$ cat src/rtl/demux_one_hot_buffered_pkg.sv
// Shared helpers for the one-hot buffered demux: select legality check.
package demux_one_hot_buffered_pkg;

  // Widest select vector the legality helper accepts; narrower selects are zero-extended.
  localparam int SEL_MAX_W = 64;

  function automatic logic is_one_hot(input logic [SEL_MAX_W-1:0] v);
    return (v != '0) && ((v & (v - SEL_MAX_W'(1))) == '0);
  endfunction

endpackage

$ cat src/rtl/demux_lane_fifo.sv
// Per-consumer synchronous FIFO with wrap-bit pointers; no enqueue-to-output bypass.
module demux_lane_fifo
  import demux_one_hot_buffered_pkg::*;
#(
  parameter int WIDTH = 32,
  parameter int DEPTH = 2
) (
  input  logic             CLK,
  input  logic             nRST,
  input  logic             enq_valid,
  input  logic [WIDTH-1:0] enq_data,
  output logic             full,
  input  logic             deq_ready,
  output logic             deq_valid,
  output logic [WIDTH-1:0] deq_data
);

  localparam int AW = $clog2(DEPTH);

  logic [AW:0]      wptr;
  logic [AW:0]      rptr;
  logic             empty;
  logic             do_enq;
  logic             do_deq;
  logic [WIDTH-1:0] mem [DEPTH];

  assign empty     = (wptr == rptr);
  assign full      = (wptr[AW-1:0] == rptr[AW-1:0]) && (wptr[AW] != rptr[AW]);
  assign deq_valid = ~empty;
  assign deq_data  = mem[rptr[AW-1:0]];
  assign do_enq    = enq_valid & ~full;
  assign do_deq    = deq_ready & ~empty;

  // Storage is deliberately left out of reset; only the pointers define contents.
  always_ff @(posedge CLK) begin
    if (do_enq) mem[wptr[AW-1:0]] <= enq_data;
  end

  always_ff @(posedge CLK or negedge nRST) begin
    if (!nRST) begin
      wptr <= '0;
      rptr <= '0;
    end else begin
      if (do_enq) wptr <= wptr + (AW+1)'(1);
      if (do_deq) rptr <= rptr + (AW+1)'(1);
    end
  end

endmodule

$ cat src/rtl/demux_one_hot_buffered.sv
// Steers each accepted producer beat to one of COUNT buffered consumer lanes by one-hot select.
module demux_one_hot_buffered
  import demux_one_hot_buffered_pkg::*;
#(
  parameter int COUNT = 4,
  parameter int WIDTH = 32,
  parameter int DEPTH = 2
) (
  input  logic                   CLK,
  input  logic                   nRST,
  input  logic                   in_valid,
  output logic                   in_ready,
  input  logic [COUNT-1:0]       in_sel_one_hot,
  input  logic [WIDTH-1:0]       in_data,
  output logic [COUNT-1:0]       out_valid_by_consumer,
  input  logic [COUNT-1:0]       out_ready_by_consumer,
  output logic [COUNT*WIDTH-1:0] out_data_by_consumer,
  output logic                   illegal_sel_error
);

  logic [SEL_MAX_W-1:0] sel_ext;
  logic                 sel_legal;
  logic [COUNT-1:0]     full;
  logic                 accept;

  assign sel_ext   = SEL_MAX_W'(in_sel_one_hot);
  assign sel_legal = is_one_hot(sel_ext);
  // Illegal selects are always accepted so they can be dropped without stalling.
  assign in_ready  = sel_legal ? ~|(full & in_sel_one_hot) : 1'b1;
  assign accept    = in_valid & in_ready & sel_legal;

  for (genvar i = 0; i < COUNT; i++) begin : g_lane
    demux_lane_fifo #(
      .WIDTH (WIDTH),
      .DEPTH (DEPTH)
    ) u_fifo (
      .CLK       (CLK),
      .nRST      (nRST),
      .enq_valid (accept & in_sel_one_hot[i]),
      .enq_data  (in_data),
      .full      (full[i]),
      .deq_ready (out_ready_by_consumer[i]),
      .deq_valid (out_valid_by_consumer[i]),
      .deq_data  (out_data_by_consumer[i*WIDTH +: WIDTH])
    );
  end

  always_ff @(posedge CLK or negedge nRST) begin
    if (!nRST) illegal_sel_error <= 1'b0;
    else       illegal_sel_error <= in_valid & ~sel_legal;
  end

endmodule

$ cat config.mk
export PLATFORM = sky130hd
export DESIGN_NAME = demux_one_hot_buffered
export DESIGN_NICKNAME = d
export VERILOG_FILES = /design/src/rtl/demux_one_hot_buffered_pkg.sv /design/src/rtl/demux_lane_fifo.sv /design/src/rtl/demux_one_hot_buffered.sv
export SDC_FILE = /design/constraint.sdc
export NUM_CORES = 1
export LEC_CHECK = 0
export CAP_MARGIN = 20
export CORE_MARGIN = 2
export CORE_UTILIZATION = 30
export DETAILED_ROUTE_END_ITERATION = 8
export MAX_ROUTING_LAYER = met4
export PLACE_DENSITY = 0.49
export SLEW_MARGIN = 20
export SYNTH_ARGS = -nofsm -noshare
export SYNTH_HDL_FRONTEND = slang
export SYNTH_SLANG_ARGS = --single-unit
$ cat constraint.sdc
create_clock -name CLK -period 4.4 [get_ports CLK]
set_clock_uncertainty 0.1 [all_clocks]
set_input_delay 0.88 -clock CLK [delete_from_list [all_inputs] [get_ports CLK]]
set_output_delay 0.88 -clock CLK [all_outputs]
set_load 0.05 [all_outputs]
==> metrics.txt <==
unrepaired setup endpoints after global routing false; FF/Latch Area 0.00812 sq mm; Setup Crit Path Kind flip-flop to primary output; fin. max-slew vios 0; overall fraction of global-route tracks in use roughly 14%; CP max FO 30; Die X 190 um; M2 GR Usage 23.3%; Final GP Congestion about 0.79; Primary FF master, synth edfxtp_1; First-pass DRT Iterations 4; TritonCTS sink count roughly 270; number of CTS-inserted buffers 31; clk buf depth 3; CTS resizes 0; core area 0.0343 sq mm; initial antenna violation count 0; Synth Register Bits 273; I/O pin count 177; routing usage on met1 around 18%; Starting Density between 30 and 40%; mean post-synth cell area around 20 sq um; Worst-path clk slew 60 ps; Synth Instances ~530; CTS tree built; GR Layer Usage met3 3.10%; ys async rst share 6.23%; Startpoint Class flip-flop; Ys Warns 0; Setup-failing EPs final 0; Syn-to-layout area delta 32.9%; layout cells sized above 1 between 20% and 30%; Final Power 9.04 mW; Critical path origin g_lane[3].u_fifo.rptr[0]$_DFFE_PN0P_; syn nets roughly 570; Post CTS Setup Buffer Count 0; Final min period ~3900 ps; first-pass GRT wire length roughly 37000 um; maximum VDD drop between 300 and 400 uV; final instance area roughly 0.014 sq mm; Hold Path Depth 1; Worst-Margin Slew 856 ps; worst r2r src g_lane[1].u_fifo.rptr[0]$_DFFE_PN0P_; num rows between 60 and 70; number of diodes 0; die area 0.0361 sq mm; number of global-route vias before repair roughly 6k; pin count of the biggest net entering global routing 33; Worst R2R Path Depth 5; number of synthesized flops with an enable pin 256; multi-input logic area between 0.002 and 0.0025 sq mm; I/O Buffers 176; Routed Wire Length between 20000 and 30000 um; post-route clock period utilization 89.0%; CP Data Arrival Time approximately 2900 ps; synthesized cell area just over 0.01 sq mm; Hold WS roughly 430 ps; DRT iter0 DRCs roughly 330; Fin. Hold Viols 0; Leak roughly 4.6 nW; # hold bufs at CTS 0; status completed; die height roughly 190 um; critical path endpoint category primary output; total grt overflow 0; Fill cells 3090; Nets between 700 and 800; Area after DPL 0.0128 sq mm; DRC Markers 0; worst-skew pair later-pin latency about 540 ps; wire per inst 20.7 um; Seq/Total Area, Yosys 78.2%; busiest grt layer met2; critical path required time roughly 3400 ps; via-per-instance ratio ~4.5; vias roughly 5.5k; htree depth 1; Max-cap violations 0; Root Driver clkbuf_16; fmax around 260 MHz; placed wire-length estimate roughly 16000 um; number of antenna-violating nets in the routed design 0; worst hold path class flip-flop to flip-flop; setup TNS 0 ps; Worst slew margin 42.8%; min-delay src g_lane[2].u_fifo.rptr[1]$_DFFE_PN0P_; synth unique cells 36; PD cells 656 mW/mm^2
==> routing by layer <==
metal | wire [um] | up-vias | share of wire, %
met2 | 12300 | 156 | 49
li1 | - | 2462 | -
met4 | 534 | 0 | 2.1
met3 | 1490 | 38 | 5.9
met5 | 0 | - | 0
met1 | 10800 | 2802 | 43
==> registers in the layout, summed over array words and instances, names as in the netlist <==
register            flops
g_lane.u_fifo.rptr      8
illegal_sel_error       1
g_lane.u_fifo.wptr      8
g_lane.u_fifo.mem     256
==> through the flow <==
stage               cells  utilization (%)  setup slack (ps)
floorplan             531                -               202
CTS                  1210             40.2               396
global route         1210             40.2               319
finish               1210             40.2               483
detailed placement   1153             37.2               542
global placement     1153             37.2               484
==> critical path, cell delays in order (launching register included) <==
cell             delay [ps]
dfrtp_2                 910
buf_4                   370
mux2_2                  390
clkdlybuf4s50_1         710
==> area by class of cell <==
| type | instances | area share (%) |
|---|---|---|
| clock buffer | 34 | 5.71 |
| tap | 455 | 4.13 |
| inverter | 4 | 0.109 |
| multi-input combinational | 230 | 15.7 |
| timing repair buffer | 191 | 13.8 |
| sequential | 273 | 58.9 |
| clock inverter | 23 | 1.74 |
==> Yosys cell counts, types with 2 or more instances <==
library cell / n / area (sq um)
nand2b_1: 4 / 25.0
mux2_4: 2 / 30.0
nand3_1: 8 / 40.0
nand4_1: 2 / 12.5
buf_2: 16 / 80.1
clkbuf_1: 3 / 11.3
edfxtp_1: 256 / 7690
xor2_1: 5 / 43.8
mux2i_1: 6 / 60.1
mux2_2: 129 / 1450
nor2b_1: 2 / 12.5
nand2_1: 13 / 48.8
inv_1: 4 / 15.0
buf_4: 5 / 37.5
a21boi_0: 2 / 15.0
o21ai_0: 11 / 55.1
a31oi_1: 4 / 25.0
nor3_1: 3 / 15.0
nor2_1: 9 / 33.8
dfrtp_1: 17 / 425
a21oi_1: 8 / 40.0
xnor2_1: 8 / 70.1
==> cell families (layout without fill, tap and decap cells) <==
group           Yosys count  in the layout  synth area share, %
xor+xnor                 13             13                 1.10
mux                     138            138                 15.0
compound gates           28             28                 1.52
buf+inv                  28            252                 1.39
flops                   273            273                 78.2
simple gates             51             51                 2.80
==> where the power goes <==
group	leakage, nW	switching, mW	internal (mW)
registers	2.51	0.316	2.97
clock network	0.493	1.00	1.57
logic	1.56	1.98	1.21
total	4.55	3.29	5.75
==> worst paths after layout <==
check | to | slack (ps)
max in group asynchronous | g_lane[3].u_fifo.rptr[0]$_DFFE_PN0P_ | 2890
hold / removal | g_lane[2].u_fifo.rptr[1]$_DFFE_PN0P_ | 430
hold reg to reg | g_lane[2].u_fifo.rptr[1]$_DFFE_PN0P_ | 430
min in group asynchronous | g_lane[1].u_fifo.rptr[1]$_DFFE_PN0P_ | 730
setup / recovery | out_data_by_consumer[99] | 480
setup reg to reg | g_lane[1].u_fifo.mem[1][7]$_DFFE_PP_ | 1800
==> placed cells by master, fill, tap and decap left out, drive strengths merged <==
cell type and instances:
clkinv 14, clkbuf 34, clkinvlp 4, clkdlybuf4s50 176, nor4b 1, and2b 1, nor2b 2, and3b 1
mux2i 6, and3 2, buf 15, nand4 2, inv 4, xnor2 8, xor2 5, edfxtp 256
o211ai 1, nor3 4, a31oi 4, or3 1, bufinv 5, nand3 8, nor2 10, dfrtp 17
o22ai 1, nand2 14, a211o 1, nand2b 5, a21oi 8, a21boi 2, o21ai 11, mux2 132
Note: power is estimated with default switching activity, not from simulation.
